==> config.mk <==
export PLATFORM = sky130hd
export DESIGN_NAME = pipe_stage_skid
export DESIGN_NICKNAME = d
export VERILOG_FILES = /design/src/rtl/pipe_pkg.sv /design/src/rtl/pipe_entry.sv /design/src/rtl/pipe_stage_skid.sv
export SDC_FILE = /design/constraint.sdc
export NUM_CORES = 1
export LEC_CHECK = 0
export CAP_MARGIN = 20
export CORE_ASPECT_RATIO = 1.25
export CORE_MARGIN = 2
export CORE_UTILIZATION = 28
export DETAILED_ROUTE_END_ITERATION = 12
export SETUP_SLACK_MARGIN = 0.2
export SYNTH_ARGS = -nofsm -noshare
export SYNTH_HDL_FRONTEND = slang
export SYNTH_SLANG_ARGS = --single-unit
export TNS_END_PERCENT = 1
==> constraint.sdc <==
create_clock -name clk -period 2.09 [get_ports clk]
set_clock_uncertainty 0.2 [all_clocks]
set_input_delay 0.209 -clock clk [delete_from_list [all_inputs] [get_ports clk]]
set_output_delay 0.209 -clock clk [all_outputs]
set_load 0.05 [all_outputs]
==> src/rtl/pipe_pkg.sv <==
// Shared pipeline-stage types: occupancy encoding and default payload widths.
// Latency: n/a (types and constants only).
// Backpressure: n/a.
package pipe_pkg;

    localparam int PIPE_DATA_W = 40;
    localparam int PIPE_CTRL_W = 20;

    typedef enum logic [1:0] {
        EMPTY = 2'd0,
        ONE   = 2'd1,
        FULL  = 2'd2
    } occ_t;

endpackage

==> src/rtl/pipe_entry.sv <==
// One pipeline slot: valid flag plus control and data payload registers.
// Latency: load/clear take effect at the next clock edge.
// Backpressure: none; the owner decides when to load or clear.
module pipe_entry #(
    parameter int CTRL_W = 20,
    parameter int DATA_W = 40
) (
    input  logic              clk,
    input  logic              rst,
    input  logic              load,
    input  logic              clr,
    input  logic              clr_data,
    input  logic [CTRL_W-1:0] ld_ctrl,
    input  logic [DATA_W-1:0] ld_data,
    output logic              valid,
    output logic [CTRL_W-1:0] ctrl,
    output logic [DATA_W-1:0] data
);

    // Clear wins over load; control is zeroed on every clear so an empty
    // slot never presents live enables, data is zeroed only on request.
    always_ff @(posedge clk) begin
        if (rst) begin
            valid <= 1'b0;
            ctrl  <= '0;
            data  <= '0;
        end else if (clr) begin
            valid <= 1'b0;
            ctrl  <= '0;
            if (clr_data) begin
                data <= '0;
            end
        end else if (load) begin
            valid <= 1'b1;
            ctrl  <= ld_ctrl;
            data  <= ld_data;
        end
    end

endmodule

==> src/rtl/pipe_stage_skid.sv <==
// Pipeline register stage with a one-entry skid buffer and flush support.
// Latency: 1 cycle from accept to out_* when the main slot is empty or emitting.
// Backpressure: in_ready is registered (!skid valid); skid absorbs one extra beat.
module pipe_stage_skid
    import pipe_pkg::*;
#(
    parameter int DATA_W            = PIPE_DATA_W,
    parameter int CTRL_W            = PIPE_CTRL_W,
    parameter int CLR_DATA_ON_FLUSH = 1,
    parameter int STALL_CNT_W       = 8
) (
    input  logic                   clk,
    input  logic                   rst,
    input  logic                   flush,
    input  logic                   in_valid,
    output logic                   in_ready,
    input  logic [CTRL_W-1:0]      in_ctrl,
    input  logic [DATA_W-1:0]      in_data,
    output logic                   out_valid,
    input  logic                   out_ready,
    output logic [CTRL_W-1:0]      out_ctrl,
    output logic [DATA_W-1:0]      out_data,
    output logic [STALL_CNT_W-1:0] stall_cnt
);

    localparam logic FLUSH_CLR_DATA = (CLR_DATA_ON_FLUSH != 0);

    occ_t              occ;
    occ_t              occ_nxt;
    logic              accept;
    logic              emit;
    logic              main_load;
    logic              main_clr;
    logic              main_from_skid;
    logic              skid_load;
    logic              skid_clr;
    logic              clr_data;
    logic              skid_vld;
    logic [CTRL_W-1:0] skid_ctrl;
    logic [DATA_W-1:0] skid_dat;
    logic [CTRL_W-1:0] main_ld_ctrl;
    logic [DATA_W-1:0] main_ld_dat;

    assign in_ready     = !skid_vld;
    assign accept       = in_valid && in_ready;
    assign emit         = out_valid && out_ready;
    assign main_ld_ctrl = main_from_skid ? skid_ctrl : in_ctrl;
    assign main_ld_dat  = main_from_skid ? skid_dat  : in_data;

    // Occupancy transitions and slot controls; flush overrides any handshake.
    always_comb begin
        occ_nxt        = occ;
        main_load      = 1'b0;
        main_clr       = 1'b0;
        main_from_skid = 1'b0;
        skid_load      = 1'b0;
        skid_clr       = 1'b0;
        clr_data       = 1'b0;
        if (flush) begin
            main_clr = 1'b1;
            skid_clr = 1'b1;
            clr_data = FLUSH_CLR_DATA;
            occ_nxt  = EMPTY;
        end else begin
            unique case (occ)
                EMPTY: begin
                    if (accept) begin
                        main_load = 1'b1;
                        occ_nxt   = ONE;
                    end
                end
                ONE: begin
                    if (accept && emit) begin
                        main_load = 1'b1;
                    end else if (accept) begin
                        skid_load = 1'b1;
                        occ_nxt   = FULL;
                    end else if (emit) begin
                        main_clr = 1'b1;
                        occ_nxt  = EMPTY;
                    end
                end
                FULL: begin
                    if (emit) begin
                        main_load      = 1'b1;
                        main_from_skid = 1'b1;
                        skid_clr       = 1'b1;
                        occ_nxt        = ONE;
                    end
                end
                default: begin
                    occ_nxt = EMPTY;
                end
            endcase
        end
    end

    // Occupancy register; reset dominates flush and handshakes.
    always_ff @(posedge clk) begin
        if (rst) begin
            occ <= EMPTY;
        end else begin
            occ <= occ_nxt;
        end
    end

    // Saturating count of cycles where a live output is held by downstream.
    always_ff @(posedge clk) begin
        if (rst) begin
            stall_cnt <= '0;
        end else if (out_valid && !out_ready && (stall_cnt != {STALL_CNT_W{1'b1}})) begin
            stall_cnt <= stall_cnt + 1'b1;
        end
    end

    pipe_entry #(
        .CTRL_W (CTRL_W),
        .DATA_W (DATA_W)
    ) u_main (
        .clk      (clk),
        .rst      (rst),
        .load     (main_load),
        .clr      (main_clr),
        .clr_data (clr_data),
        .ld_ctrl  (main_ld_ctrl),
        .ld_data  (main_ld_dat),
        .valid    (out_valid),
        .ctrl     (out_ctrl),
        .data     (out_data)
    );

    pipe_entry #(
        .CTRL_W (CTRL_W),
        .DATA_W (DATA_W)
    ) u_skid (
        .clk      (clk),
        .rst      (rst),
        .load     (skid_load),
        .clr      (skid_clr),
        .clr_data (clr_data),
        .ld_ctrl  (in_ctrl),
        .ld_data  (in_data),
        .valid    (skid_vld),
        .ctrl     (skid_ctrl),
        .data     (skid_dat)
    );

endmodule

=== Word level (Yosys, flattened, before mapping) ===
Cells that the tools add are included.

* Memories kept: 0
* Word-level logic and storage cells: 63
* Register bits: 132
* Bits in read-only memories: 0
* Output and inout bits: 70
* Latch bits: 0
* Input port bits: 65
* Bits in writable memories: 0

* Divide/modulo/power cells: 0
* Equality and inequality tests: 9
* Bitwise operators: 0
* Multipliers: 0
* Shift operators: 0
* Multiplexer cells: 29
* Add/subtract/negate cells: 1
* Reduce and logical (&&, ||, !) cells: 16
* Order comparisons: 0

{| class="wikitable"
|+ Operators with widths
! operator !! number
|-
| two-way mux 40 bit || 6
|-
| two-way mux 20 bit || 1
|-
| two-way mux 1 bit || 15
|-
| two-way mux 2 bit || 5
|-
| adder 8 x 1 -> 8 bit, second input constant || 1
|-
| inequality test 8 bit, second input constant || 1
|-
| inequality test 2 bit, second input constant || 3
|-
| case mux 2 bit (3 select lines) || 1
|-
| OR reduction 2 bit || 3
|-
| logical AND 1 bit || 5
|-
| inequality test 2 x 1 -> 1 bit, second input constant || 2
|-
| AND reduction 2 bit || 2
|-
| AND reduction 4 bit || 1
|-
| nonzero test 2 bit || 2
|-
| inequality test 3 bit, second input constant || 1
|-
| case mux 1 bit (3 select lines) || 1
|-
| equality test 2 x 1 -> 1 bit, second input constant || 1
|-
| equality test 2 bit, second input constant || 1
|-
| logical NOT 1 bit || 2
|-
| logical NOT 2 bit || 1
|}

=== Longest topological paths before layout ===
Gate-level depths: netlist (run 1).

* Depth in word-level cells: 8
* Depth in mapped cells: 7
* Gate-level depth less buffers: 5

=== By module ===
A second synthesis (run 1) with hierarchy kept.

* Cell total of the unflattened synthesis: 635
* Area total of the unflattened synthesis: 6236.0 sq um

{| class="wikitable"
|+ By module, submodules not included
! module !! sequential area each (sq um) !! area an instance (sq um) !! instances !! cells each
|-
| pipe_entry || 1221.2 || 2408.6 || 2 || 248
|-
| pipe_stage_skid || 200.2 || 1418.9 || 1 || 139
|}

=== Worst setup path before layout (run 1) ===
No wires, ideal clock.

* Path kind: reg-to-reg
* Start point: register stall_cnt[0]
* End point: register stall_cnt[1]
* Stages on the path, launching flop included: 6
* Setup slack: 79 ps
* Clock period less this slack: 2011 ps
* Setup time: 117 ps
* Buffers on the path: 0
* Data required time: 1773 ps
* Arrival: 1694 ps
* Path through: dfxtp_1 > ha_1 > nand4_1 > o21ai_0 > mux2i_1 > nor2_1

* Longest elaborated chain between the ends: 2
* Elaborated cells between the ends (all ways): 3
* Classes of those cells: add/sub: 1; eq/ne: 1; reduce/logical: 1

{| class="wikitable"
|+ RTL lines
! item !! RTL line !! text
|-
| start: declaration || pipe_stage_skid.sv:23 || <nowiki>output logic [STALL_CNT_W-1:0] stall_cnt</nowiki>
|-
| start signal: assignment || pipe_stage_skid.sv:112 || <nowiki>stall_cnt <= stall_cnt + 1'b1;</nowiki>
|-
| parallel branches: the longest is 2 deep, another holds adder 8 x 1 -> 8 bit || n/a ||
|}

Several ways; the timed one is not identified.
A chain may end at the register's enable or synchronous reset.

=== Final worst setup path (run 1) ===
* Start point: register stall_cnt[2]
* End point: output port stall_cnt[2]

No word-level cell between the ends.

==> results of run 1 <==
## path summary, 6_finish.rpt
kind	end	depth (start not counted)
worst max-delay path	stall_cnt[2]	1
worst max register to register	u_main.ctrl[10]$_SDFFE_PP0P_	5
worst min register to register	u_skid.data[38]$_SDFFE_PP0P_	2
worst min-delay path	u_skid.data[22]$_SDFFE_PP0P_	3
## routing by layer
| metal | vias to the layer above | wire length (um) |
|---|---|---|
| met1 | 2096 | 6249 |
| li1 | 2381 | - |
| met4 | 0 | 199 |
| met5 | - | 0 |
| met2 | 97 | 6506 |
| met3 | 13 | 652 |
## worst reg2reg max path, delay by kind of cell, from the launching register on
kind | cells | cell delay, ps
flip-flops | 1 | 370
AND/OR/NAND/NOR | 1 | 50
AO/OA/AOI/OAI | 2 | 670
buffers and inverters | 2 | 370
## power by group through the flow
stage	Clock (mW)	Sequential, mW	Combinational, mW
finish	3.20	2.62	0.789
global route	3.40	2.63	0.851
CTS	3.29	2.62	0.800
detailed placement	0	2.68	0.836
global placement	0	2.68	0.833
floorplan	0	2.88	0.257
## layout make-up
type	instances	area (um^2)	area share, %
inverter	4	15.01	0.1946
timing repair buffer	169	1692	21.92
sequential	132	2648	34.31
clock inverter	8	146.4	1.897
clock buffer	24	491.7	6.372
multi-input combinational	417	2435	31.55
tap	232	290.3	3.761
## sequential cells by signal, indices dropped and copies added, names as in the netlist
name / cells
u_main.ctrl: 20
u_skid.ctrl: 20
u_skid.valid: 1
occ: 2
u_main.valid: 1
u_main.data: 40
u_skid.data: 40
stall_cnt: 8
## cells in the final DEF, fill, tap and decap left out, types with 3 or more instances in the layout
cell / count
a211oi_1: 61
o21ai_1: 3
clkbuf_8: 4
clkbuf_16: 17
clkdlybuf4s50_1: 64
dfxtp_2: 4
bufinv_16: 4
inv_1: 3
mux2i_1: 62
dlygate4sd2_1: 70
buf_4: 21
nor2_1: 73
nor3_1: 4
buf_12: 14
clkbuf_1: 3
a21oi_1: 61
o21ai_0: 20
dfxtp_1: 128
nand2_1: 103
## cell families (layout without fill, tap and decap cells)
logic type	after synthesis	in the layout	synth area share, %
and+or+nand+nor	200	200	15.48
AOI/OAI and AO/OA	151	151	17.56
DFF	132	132	49.92
muxes	63	63	11.94
buffers and inverters	53	205	4.538
xor gates and xnor gates	2	2	0.3310
adders and majority gates	1	1	0.2363
## repair_timing
action                     CTS  global route
setup endpoints to repair   70            77
pin swaps                    0             1
hold buffers                 0             0
resized for setup           70             2
## stage by stage
| step | total power, mW | util [%] |
|---|---|---|
| 6_report | 6.617 | 41.41 |
| 5_1_grt | 6.883 | 41.41 |
| 4_1_cts | 6.717 | 41.39 |
| 3_5_place_dp | 3.515 | 38.44 |
| 3_3_place_gp | 3.513 | 38.44 |
| 2_1_floorplan | 3.133 | - |
==> impl_metrics.yaml, run 1 <==
finish:
  drive_gt1_share_pct: 9.947
  diodes: 0
  nFillCells: 1886
  areaGrowthSynthToFinish_pct: 45.78
  final_cell_area_mm2: 0.007717
  finalNetCount: 807
  finalNonFillerCells: 986
global_route:
  met3_usage_pct: 3.785
  grt_pass1_wl_um: 22340
  grt_usage_pct: 14.04
  met1_usage_pct: 17.16
  overflow: 0
  antenna_found_initial: 0
  grt_pass1_vias: 4451
  grtUsageMet2_pct: 23.50
  grt_max_degree: 83
  top_usage_layer: "met2"
setup_path:
  path_max_fanout: 7
  slowest_delay_ps: 560
  cp_slowest_cell: "dlygate4sd2_1"
  rrSetupSlack_ps: 330
  worstSetupPathType: "reg -> out"
  crit_required_ps: 1680
  startpoint: "stall_cnt[2]$_SDFFE_PP0P_"
  cp_cell_sequence: "dlygate4sd2_1"
  cp_top_family: "buffers and inverters"
  end_kind: "primary output"
  timing.rr.start: "u_skid.valid$_SDFFE_PP0P_"
  cp.arrival_ps: 1410
  start_kind: "flip-flop"
  path_buf_inv: 1
timing:
  finalSetupViolCount: 0
  hold-worst-slack_ps: 167.8
  setup_ws_ps: 273.0
  fin_setup_tns_ps: 0
  worstMarginPinSlew_ps: 543.9
  slew_viol_final: 0
  timing.final.crit_share_pct: 86.94
  grt_setup_unrepaired: "yes"
  relSlewSlack_pct: 63.89
  post-route-min-period_ps: 1817
  hold_viol_final: 0
  fmax_ghz: 0.5504
power:
  power.switching_mw: 1.596
  pwr-share-comb_pct: 11.9
  p_clk_share_pct: 48.4
  ir_drop_v: 0.0004872
  pwr-share-seq_pct: 39.6
  power.internal_mw: 5.020
  switching_share_pct: 24.13
  p_leak_nw: 3.435
  powerDensity_mw_per_mm2: 857.4
die:
  ios: 135
  die_h_um: 157.7
  die_area_mm2: 0.02003
  die_x_um: 127.0
  start_util_pct: 28.40
  core_area_mm2: 0.01864
  num_rows: 56
synthesis:
  synthTopCellsByArea: "dfxtp_1 (50%), mux2i_1 (12%), a211oi_1 (8.7%)"
  synth_commonest_cells: "dfxtp_1 (132), nand2_1 (103), nor2_1 (74), mux2i_1 (62)"
  synth_cell_types: 37
  ys.flop_type: "dfxtp_1"
  yosysTopAreaCellShare_pct: 49.92
  synth_seq_cells: 132
  synth_edf_count: 0
  async_reset_ff_share_pct: 0
  yosysWarnings: 0
  yosysSeqAreaShare_pct: 49.92
  synth.net_count: 668
  yosysTopAreaCell: "dfxtp_1"
  syn_inst: 602
  syn-cell-area_mm2: 0.005294
  avgSynthCellArea_um2: 8.794
  yosysMostFrequentCell: "dfxtp_1"
outcome:
  outcome: "finished clean"
placement:
  dpl_cell_area_mm2: 0.007164
  dpl.hpwl_um: 9111
  gp_congestion: 0.7429
  dp.cells: 954
  post-place-ws_ps: -41.49
  io_buffers: 134
clock_network:
  cts_root_buf: "clkbuf_16"
  htree_num_levels: 4
  path_clk_slew_ps: 50
  cts_sinks: 132
  clock_latency_ps: 410
  cts_made_buffers: 17
  cts_tree: "yes"
  cts_setup_buffers: 0
  clk_path_buf_depth: 2
worst_hold_path:
  hold_path.startpoint: "in_data[22]"
  hp-class: "in -> reg"
routing:
  vias: 4587
  drt_iter0_drc: 191
  finalWirelength_um: 13610
  vias_per_cell: 4.652
  ant_nets: 0
  wl_per_cell_um: 13.80
  drc: 0
  drt_first_pass_iters: 4
job:
  maxCapViolCount: 0
Note: power is estimated with default switching activity, not from simulation.
==> inputs of run 2 (changes only) <==
--- a/config.mk
+++ b/config.mk
@@ -10,6 +10,8 @@
 export CORE_MARGIN = 2
 export CORE_UTILIZATION = 28
 export DETAILED_ROUTE_END_ITERATION = 12
+export MAX_ROUTING_LAYER = met4
+export REMOVE_ABC_BUFFERS = 1
 export SETUP_SLACK_MARGIN = 0.2
 export SYNTH_ARGS = -nofsm -noshare
 export SYNTH_HDL_FRONTEND = slang
==> run 2 against run 1 <==
  * Clock power is 9.7% lower
  * Die area stayed put
  * Total power is 4.6% lower
  * Critical path type unchanged
  * Core utilization is 0.25 points lower
  * Global-route usage is 0.093 points higher
  * Critical path depth stayed put
  * Sequential power hardly changed
  * Sequential cell count stayed put
  * Register-to-register slack worse by 60 ps
  * Via count is 1.8% lower
  * Sequential share of layout area is 0.14 points higher
==> impl_metrics.yaml, run 2 (synthesis results as in run 1) <==
outcome:
  outcome: "finished clean"
clock_network:
  clk_path_buf_depth: 2
  cts_sinks: 132
  cts_root_buf: "clkbuf_16"
  clock_latency_ps: 410
  path_clk_slew_ps: 60
  htree_num_levels: 4
  cts_setup_buffers: 0
  cts_tree: "yes"
  cts_made_buffers: 17
global_route:
  grt_pass1_wl_um: 21520
  grt_usage_pct: 14.13
  grt_max_degree: 35
  antenna_found_initial: 0
  overflow: 0
  grt_pass1_vias: 4181
placement:
  post-place-ws_ps: -65.04
  gp_congestion: 0.7714
  dpl_cell_area_mm2: 0.007173
  io_buffers: 134
  dpl.hpwl_um: 9422
die:
  start_util_pct: 28.40
  die_area_mm2: 0.02003
  ios: 135
  die_h_um: 157.7
  core_area_mm2: 0.01864
  num_rows: 56
  die_x_um: 127.0
routing:
  finalWirelength_um: 13570
  drt_first_pass_iters: 4
  ant_nets: 0
  drt_iter0_drc: 199
  wl_per_cell_um: 13.77
  vias: 4506
  vias_per_cell: 4.570
  drc: 0
finish:
  final_cell_mix: "dfxtp_1 (132), nand2_1 (103), nor2_1 (73)"
  drive_gt1_share_pct: 10.34
  areaGrowthSynthToFinish_pct: 44.91
  final_common_cell: "dfxtp_1"
  diodes: 0
  final_cell_area_mm2: 0.007671
  finalNetCount: 807
  utilization_pct: 41.16
  top_regs: "u_main.data: 40 flops, u_skid.data: 40 flops"
timing:
  hold-worst-slack_ps: 169.6
  relSlewSlack_pct: 64.30
  timing.final.crit_share_pct: 87.71
  grt_setup_unrepaired: "yes"
  fmax_ghz: 0.5455
  post-route-min-period_ps: 1833
  finalSetupViolCount: 0
  slew_viol_final: 0
  hold_viol_final: 0
  worstMarginPinSlew_ps: 537.6
  setup_ws_ps: 256.8
setup_path:
  start_kind: "flip-flop"
  cp_top_family: "buffers and inverters"
  end_kind: "primary output"
  worstSetupPathType: "reg -> out"
  cp.arrival_ps: 1420
  crit_required_ps: 1680
  cp_slowest_cell: "dlygate4sd2_1"
  cp_cell_sequence: "dlygate4sd2_1"
  path_max_fanout: 7
  path_buf_inv: 1
  slowest_delay_ps: 570
power:
  ir_drop_v: 0.0004734
  p_leak_nw: 3.395
  powerDensity_mw_per_mm2: 822.8
job:
  maxCapViolCount: 0
worst_hold_path:
  hp-class: "in -> reg"
## run 2: metrics by stage
step | cells | setup TNS (ps) | total power, mW
after detailed placement | 954 | -1186 | 3.531
after global routing | 986 | 0 | 6.570
after global placement | 954 | -81.43 | 3.529
after floorplan | 553 | -457260 | 3.135
after CTS | 986 | 0 | 6.414
final | 986 | 0 | 6.312
## run 2: repair_timing
action	in CTS	in global routing
endpoints found under the setup margin	67	40
hold buffers	0	0
gates resized for setup	67	1
## run 2: per-layer routing
| layer | up-vias | track usage [%] | part of all wire (%) | wire [um] |
|---|---|---|---|---|
| met4 | 0 | 5.338 | 1.4 | 193 |
| met2 | 114 | 22.32 | 46 | 6261 |
| met5 | - | - | 0 | 0 |
| li1 | 2367 | - | - | - |
| met1 | 2013 | 17.46 | 48 | 6494 |
| met3 | 12 | 3.616 | 4.6 | 624 |
## run 2: path summary, 6_finish.rpt
check / from / end / slack [ps] / depth (start not counted)
setup reg to reg: u_main.valid$_SDFFE_PP0P_ / u_main.data[20]$_SDFFE_PP0P_ / 270 / 6
hold reg to reg: u_skid.data[17]$_SDFFE_PP0P_ / u_skid.data[17]$_SDFFE_PP0P_ / 250 / 2
setup / recovery: stall_cnt[3]$_SDFFE_PP0P_ / stall_cnt[3] / 260 / 1
hold / removal: in_data[32] / u_skid.data[32]$_SDFFE_PP0P_ / 170 / 3
## run 2: area by class of cell
cell class              count  area [um^2]
clock buffers              19        452.9
multi-input cells         417         2441
well taps                 232        290.3
flip-flops and latches    132         2643
inverters                   4        15.01
repair buffers            169         1704
fillers                  1884        10970
clock inverters            13        125.1
## run 2: power by group
part | internal (mW) | leakage [nW] | switching, mW | total, mW
Clock | 1.71 | 0.269 | 1.17 | 2.89
Combinational | 0.323 | 2.05 | 0.480 | 0.803
Sequential | 2.59 | 1.07 | 0.0375 | 2.62
